===== src/rtl/efuse_pkg.sv =====
// efuse_pkg: shared definitions for the eFuse serial-bus readback monitor.
//   EFUSE_NBITS / EFUSE_CNTW : default frame width and counter width
//   state_t                  : monitor FSM encoding
//   FRAME_PROG / FRAME_READ  : SCLK level at the CSB fall that selects the frame type
package efuse_pkg;
   localparam int EFUSE_NBITS = 32;
   localparam int EFUSE_CNTW  = 6;
   typedef enum logic [1:0] {
      IDLE = 2'd0,
      PROG = 2'd1,
      READ = 2'd2
   } state_t;
   localparam logic FRAME_PROG = 1'b0;
   localparam logic FRAME_READ = 1'b1;
endpackage


===== src/rtl/efuse_readback_mon.sv =====
// efuse_readback_mon: passive monitor of the eFuse serial bus; checks read frames
// against the programmed word and reports SCLK/ones counts of program frames.
//   clk_1M, rst            : clock, synchronous active-high reset
//   CSB, PGM, SCLK, DOUT   : monitored eFuse bus lines (same clock domain)
//   expected               : word the sequencer programmed, sampled at read-frame end
//   fuse_data, pass        : last read-back word and its match result
//   data_valid, prog_done  : one-cycle frame-complete pulses
//   frame_err              : last completed frame had a bit count != NBITS
//   prog_ones              : count of PGM=1 SCLK rises in the last program frame
//   busy                   : a frame is open
module efuse_readback_mon
   import efuse_pkg::*;
#(
   parameter int NBITS = EFUSE_NBITS,
   parameter int CNTW  = EFUSE_CNTW
) (
   input  logic             clk_1M,
   input  logic             rst,
   input  logic             CSB,
   input  logic             PGM,
   input  logic             SCLK,
   input  logic             DOUT,
   input  logic [NBITS-1:0] expected,
   output logic [NBITS-1:0] fuse_data,
   output logic             data_valid,
   output logic             pass,
   output logic             frame_err,
   output logic             prog_done,
   output logic [CNTW-1:0]  prog_ones,
   output logic             busy
);
   localparam logic [CNTW-1:0] L_N   = CNTW'(NBITS);
   localparam logic [CNTW-1:0] L_SAT = CNTW'(NBITS + 1);

   state_t             r_state;
   logic               r_csb_q;
   logic               r_sclk_q;
   logic [NBITS-1:0]   r_shift;
   logic [CNTW-1:0]    r_bit_cnt;
   logic [CNTW-1:0]    r_ones_cnt;
   logic               w_csb_fall;
   logic               w_csb_rise;
   logic               w_sclk_rise;

   // Reset values csb_q=0 / sclk_q=1 suppress edges from lines held across reset.
   assign w_csb_fall  = r_csb_q & ~CSB;
   assign w_csb_rise  = ~r_csb_q & CSB;
   assign w_sclk_rise = ~r_sclk_q & SCLK;
   assign busy        = r_state != IDLE;

   always_ff @(posedge clk_1M) begin
      if (rst) begin
         r_state    <= IDLE;
         r_csb_q    <= 1'b0;
         r_sclk_q   <= 1'b1;
         r_shift    <= '0;
         r_bit_cnt  <= '0;
         r_ones_cnt <= '0;
         fuse_data  <= '0;
         data_valid <= 1'b0;
         pass       <= 1'b0;
         frame_err  <= 1'b0;
         prog_done  <= 1'b0;
         prog_ones  <= '0;
      end else begin
         r_csb_q    <= CSB;
         r_sclk_q   <= SCLK;
         data_valid <= 1'b0;
         prog_done  <= 1'b0;
         case (r_state)
            IDLE: begin
               if (w_csb_fall) begin
                  r_state    <= (SCLK == FRAME_READ) ? READ : PROG;
                  r_bit_cnt  <= '0;
                  r_ones_cnt <= '0;
                  if (SCLK == FRAME_READ) r_shift <= '0;
               end
            end
            READ: begin
               // A CSB rise closes the frame even if SCLK rises in the same cycle.
               if (w_csb_rise) begin
                  r_state    <= IDLE;
                  fuse_data  <= r_shift;
                  pass       <= (r_bit_cnt == L_N) && (r_shift == expected);
                  frame_err  <= r_bit_cnt != L_N;
                  data_valid <= 1'b1;
               end else if (w_sclk_rise && !CSB) begin
                  for (int i = 0; i < NBITS; i++)
                     if (r_bit_cnt == CNTW'(i)) r_shift[i] <= DOUT;
                  if (r_bit_cnt != L_SAT) r_bit_cnt <= r_bit_cnt + 1'b1;
               end
            end
            PROG: begin
               if (w_csb_rise) begin
                  r_state   <= IDLE;
                  prog_ones <= r_ones_cnt;
                  frame_err <= r_bit_cnt != L_N;
                  prog_done <= 1'b1;
               end else if (w_sclk_rise && !CSB) begin
                  if (r_bit_cnt != L_SAT) r_bit_cnt <= r_bit_cnt + 1'b1;
                  if (PGM && r_ones_cnt != L_SAT) r_ones_cnt <= r_ones_cnt + 1'b1;
               end
            end
            default: r_state <= IDLE;
         endcase
      end
   end
endmodule


===== config.mk =====
export PLATFORM = sky130hd
export DESIGN_NAME = efuse_readback_mon
export DESIGN_NICKNAME = d
export VERILOG_FILES = /design/src/rtl/efuse_pkg.sv /design/src/rtl/efuse_readback_mon.sv
export SDC_FILE = /design/constraint.sdc
export NUM_CORES = 1
export LEC_CHECK = 0
export BUFFER_PORTS_ARGS = -buffer_cell sky130_fd_sc_hd__buf_2
export CORE_MARGIN = 1
export CORE_UTILIZATION = 42
export DETAILED_ROUTE_END_ITERATION = 16
export GPL_ROUTABILITY_DRIVEN = 1
export PLACE_DENSITY = 0.74
export SLEW_MARGIN = 15
export SYNTH_ARGS = -nofsm -noshare
export SYNTH_HDL_FRONTEND = slang
export SYNTH_SLANG_ARGS = --single-unit

===== constraint.sdc =====
create_clock -name clk_1M -period 1.96 [get_ports clk_1M]
set_input_delay 0.196 -clock clk_1M [delete_from_list [all_inputs] [get_ports clk_1M]]
set_output_delay 0.196 -clock clk_1M [all_outputs]
set_load 0.005 [all_outputs]

# --- Yosys cells after proc, flatten, opt, wreduce, memory -nomap -nowiden ---
# Index checks and enable logic that the tools add are counted.
classes:
  n_addsub: 2
  eq_ne: 81
  muxes: 51
  bitwise_logic: 8
  reduce_logical: 51
op_table:
  columns: ["operator", "n"]
  rows:
  - ["6-bit AND reduction", 32]
  - ["32-bit two-way mux", 4]
  - ["6-bit by 5-bit equality test with 1-bit output, second input constant", 16]
  - ["2-bit inequality test, second input constant", 40]
  - ["32-bit one-hot mux with 2 select lines", 1]
  - ["6-bit by 4-bit equality test with 1-bit output, second input constant", 8]
  - ["6-bit two-way mux", 7]
  - ["1-bit two-way mux", 33]
  - ["32-bit equality test", 1]
  - ["6-bit by 3-bit equality test with 1-bit output, second input constant", 4]
  - ["6-bit one-hot mux with 2 select lines", 2]
  - ["6-bit inequality test, second input constant", 3]
  - ["6-bit by 1-bit adder with 6-bit output, second input constant", 2]
  - ["6-bit by 2-bit equality test with 1-bit output, second input constant", 2]
  - ["5-bit AND reduction", 2]
  - ["2-bit AND reduction", 4]
  - ["2-bit nonzero test", 4]
  - ["6-bit by 1-bit equality test with 1-bit output, second input constant", 1]
  - ["6-bit equality test, second input constant", 1]
  - ["6-bit logical NOT", 1]
  - ["2-bit two-way mux", 3]
  - ["2-bit by 1-bit inequality test with 1-bit output, second input constant", 3]
  - ["2-bit OR reduction", 3]
  - ["1-bit inverter", 5]
  - ["7 further kinds", 11]
totals:
  ff_bits: 90
  inputBits: 38

# --- Logic depth before layout (Yosys ltp) ---
depth:
  word_depth: 6
  mapped_depth: 9

# --- Worst setup path before layout ---
# Ideal clock, no wire load.
synth_timing:
  path_type: "flip-flop to flip-flop"
  from: "reg r_state[0]"
  to: "reg r_state[1]"
  setup_time_ns: 0.065
  arrival_time_ns: 1.632
  required_ns: 1.895
  path_slack_ns: 0.263
  stages_incl_launch_ff: 8
  n_path_buf: 0
  path_cell_list: "dfxtp_1 > inv_1 > ha_1 > inv_2 > a21oi_1 > a2bb2oi_1 > mux2_1 > nor2_1"
synth_via:
  elab_chain_len: 4
  word_cells_on_any_way: 8
  classes_between: "eq/ne (4); mux (1); reduce/logical (3)"
synth_lines:
  columns: ["item", "line", "rtl"]
  rows:
  - ["from (decl)", "efuse_readback_mon.sv:35", "state_t r_state;"]
  - ["from (signal assigned)", "efuse_readback_mon.sv:73", "r_state <= (SCLK == FRAME_READ) ? READ : PROG;"]
  - ["2-bit by 1-bit equality test with 1-bit output or 2-bit equality test (tied branches)", "efuse_readback_mon.sv:70", "case (r_state)"]
  - ["2-bit OR reduction (no line)", null, null]
  - ["2-bit by 1-bit inequality test with 1-bit output (no line)", null, null]
  - ["2-bit AND reduction (no line)", null, null]
# Several ways; a longest one is shown, not always the timed one.
# A chain may end at the register's enable or synchronous reset.

# --- Final worst setup path ---
# Same ends and word-level chain as after synthesis.

==> results.yml <==
floorplan:
  die_h_um: 104
  die_x_um: 104
  core_um2: 9910
  io-pin-count: 81
  initial_utilization_pct: 43.7
  row_count: 36
  die_area_um2: 10700
worst_setup_path:
  slowest_stage: "sky130_fd_sc_hd__mux2_1"
  end_kind: "flop"
  critical_path_required_ns: 2.26
  timing.critical_path.buf_inv: 2
  r2r_start: "r_state[0]"
  path_cells: "inv_1 > ha_1 > inv_2 > a21oi_2 > a2bb2oi_1 > mux2_1 > nor2_1"
  cp_slowest_stage_delay_ns: 0.35
  worst_ep_arrival_time_ns: 2.11
  type_of_origin_of_the_critical_path: "flop"
  cp_top_family: "compound AO/OA/AOI/OAI gates"
  path_max_fanout: 6
  critPathKind: "flop to flop"
  worstSetupStartpoint: "r_state[0]"
drt:
  detail_route.wirelength.met1_mm: 5.10
  top_layer_used: "met4"
  drt-total-wl_mm: 11.4
  final_routed_drc_violation_total: 0
  detailedRoute.firstPassIterationCount: 5
  drtAntennaViolNets: 0
  average_routed_wire_per_standard_cell_um: 15.2
  wl_met3_um: 617
  drt_first_iter_violations: 380
  vias: 4061
  vias_per_cell: 5.44
  met2_length_mm: 5.45
yosys:
  synth.avg_cell_area_um2: 8.04
  synthFlopType: "sky130_fd_sc_hd__dfxtp_1"
  ys_warnings: 0
  seq_area_frac_synth_pct: 41.6
  syn_inst_count: 539
  netlist-cell-type-count: 48
  mappedNetlistArea_um2: 4330
  synth.net_count: 586
  share_of_synthesized_flip_flops_with_an_asynchronous_set_or_reset_pct: 0
  number_of_enable_flip_flop_cells_after_synthesis: 0
  yosys_register_bits: 90
sta:
  fmax_mhz: 555
  min_period_over_period_pct: 92.0
  setup-violations-final: 0
  unrepaired_setup_endpoints_after_global_routing: "false"
  timing_worst_slew_pin_value_ns: 0.531
  hold-worst-slack_ns: 0.0740
  fin_crit_ns: 1.80
  final_layout_setup_total_negative_slack_ns: 0
  relSlewSlack_pct: 64.3
  fin_skew_ns: 0.00805
  timing.final.ws_setup_ns: 0.158
  finalMaxSlewViolations: 0
  final_number_of_hold_violating_endpoints: 0
clock_network:
  clock_sinks: 90
  cts-root-to-sink-buffers: 2
  clock-root-buffer: "sky130_fd_sc_hd__clkbuf_8"
  cts_htree_levels: 3
  tritoncts: "yes"
  cts.reportedPaths.clkPinSlew_ns: 0.08
  cts_hold_buf: 0
  cts_buffers: 9
  clk_latency_ns: 0.37
finish:
  stdcell_count: 747
  final.fill_count: 947
  final_cell_area_um2: 5130
  num-nets-final: 657
  insertedDiodeCount: 0
  area_delta_synth_final_pct: 18.4
  final_layout_size_suffix_gt1_share_pct: 20.5
  final_cell_mix: "90 x sky130_fd_sc_hd__dfxtp_1, 88 x sky130_fd_sc_hd__nand2_1, 80 x sky130_fd_sc_hd__buf_2, 75 x sky130_fd_sc_hd__a21oi_1, 34 x sky130_fd_sc_hd__o21ai_1"
  most_common_cell_after_layout_fill_and_taps_aside: "sky130_fd_sc_hd__dfxtp_1"
grt:
  antenna_found_initial: 0
  grt.total_usage_pct: 21.7
  pin_count_of_the_biggest_net_entering_global_routing: 33
  first_global_vias: 3703
  grt_pass1_wl_mm: 18.8
  grt-ovfl-total: 0
power:
  worst_ir_drop_vdd_v: 0.000346
  p_leak_nw: 1.94
  total_power_divided_by_cell_area_nw_per_um2: 907
place:
  dp.cells: 732
  place_worst_setup_slack_ns: 0.0500
  finalWeightedCongestion: 0.804
  detailedPlacementHpwl_mm: 8.10
  cell_area_after_placement_um2: 4910
  portBuffers: 80
outcome:
  outcome: "finished clean"
hold_path:
  min_path_type: "input pin to flop"
  holdCritStartpoint: "SCLK"
flow_run:
  max_cap_violations: 0
-- metal layers --
| layer | vias up | global-route usage (%) |
|---|---|---|
| li1 | 2025 | - |
| met1 | 1874 | 28.6 |
| met2 | 144 | 35.6 |
| met3 | 18 | 4.09 |
| met4 | 0 | 6.94 |
| met5 | - | 0 |
-- where the power goes --
| part | internal, mW | switching [mW] |
|---|---|---|
| Clock | 0.744 | 0.661 |
| Sequential | 1.86 | 0.0256 |
| Combinational | 0.539 | 0.823 |
-- per-stage QoR --
stage	util [%]	power, mW
6_report	51.8	4.65
4_1_cts	51.8	4.66
3_5_place_dp	49.6	3.28
5_1_grt	51.8	4.91
2_1_floorplan	-	2.94
3_3_place_gp	49.6	3.23
-- final timing paths --
check / end / slack, ns / cells after the start
setup / recovery: r_state[1] / 0.16 / 7
hold / removal: r_sclk_q / 0.07 / 2
setup reg to reg: r_state[1] / 0.16 / 7
hold reg to reg: prog_ones[4] / 0.45 / 2
-- Yosys cell counts, types with 2 or more instances --
| cell type | count | area share (%) |
|---|---|---|
| sky130_fd_sc_hd__dfxtp_1 | 90 | 42 |
| sky130_fd_sc_hd__nand2_1 | 88 | 7.6 |
| sky130_fd_sc_hd__a21oi_1 | 76 | 8.8 |
| sky130_fd_sc_hd__o21ai_1 | 34 | 3.9 |
| sky130_fd_sc_hd__clkbuf_1 | 30 | 2.6 |
| sky130_fd_sc_hd__nand3_1 | 26 | 3.0 |
| sky130_fd_sc_hd__nand4_1 | 24 | 3.5 |
| sky130_fd_sc_hd__nor2_1 | 20 | 1.7 |
| sky130_fd_sc_hd__o21a_1 | 16 | 2.8 |
| sky130_fd_sc_hd__xnor2_1 | 16 | 3.2 |
| sky130_fd_sc_hd__xor2_1 | 16 | 3.2 |
| sky130_fd_sc_hd__a21boi_1 | 12 | 2.1 |
| sky130_fd_sc_hd__buf_2 | 9 | 1.0 |
| sky130_fd_sc_hd__ha_1 | 9 | 2.6 |
| sky130_fd_sc_hd__nand2b_1 | 9 | 1.3 |
| sky130_fd_sc_hd__inv_1 | 7 | 0.61 |
| sky130_fd_sc_hd__a311oi_1 | 6 | 1.2 |
| sky130_fd_sc_hd__nor2b_1 | 5 | 0.72 |
| sky130_fd_sc_hd__nor4_1 | 5 | 0.72 |
| sky130_fd_sc_hd__a21boi_0 | 4 | 0.69 |
| sky130_fd_sc_hd__a31oi_1 | 3 | 0.43 |
| sky130_fd_sc_hd__nor3_1 | 3 | 0.35 |
| sky130_fd_sc_hd__a211oi_2 | 2 | 0.58 |
| sky130_fd_sc_hd__and2_1 | 2 | 0.29 |
| sky130_fd_sc_hd__and3_1 | 2 | 0.29 |
| sky130_fd_sc_hd__mux2i_1 | 2 | 0.46 |
| sky130_fd_sc_hd__nand3b_1 | 2 | 0.35 |
-- what timing repair did --
item / 4_1_cts / 5_1_grt
setup endpoints to repair: 0 / 2
buffers inserted: 0 / 0
hold endpoints to repair: 0 / 0
gates resized for setup: 0 / 1
-- cells by family (layout without fill, tap and decap cells) --
| logic type | count (synthesis) | after routing | share of synthesized area [%] |
|---|---|---|---|
| compound gates | 164 | 164 | 22.7 |
| xor+xnor | 32 | 32 | 6.47 |
| fa+ha+maj | 9 | 9 | 2.60 |
| buf+inv | 48 | 123 | 4.59 |
| flops | 90 | 90 | 41.6 |
| mux | 3 | 3 | 0.722 |
| simple gates | 193 | 193 | 21.4 |
-- layout make-up --
cell class / instances / area [µm²] / share of cell area, %
inverter: 8 / 30.0 / 0.585
clock inverter: 5 / 78.8 / 1.54
tap: 133 / 166 / 3.24
timing repair buffer: 100 / 576 / 11.2
sequential: 90 / 1800 / 35.1
clock buffer: 10 / 138 / 2.68
multi-input combinational: 401 / 2340 / 45.6
-- flip-flops by register name, summed over array words and instances, names as in the netlist, 2 cells and up --
signal	flops
fuse_data	32
prog_ones	6
r_bit_cnt	6
r_ones_cnt	6
r_shift	32
r_state	2
No activity file was read; power rests on OpenSTA's default activity.
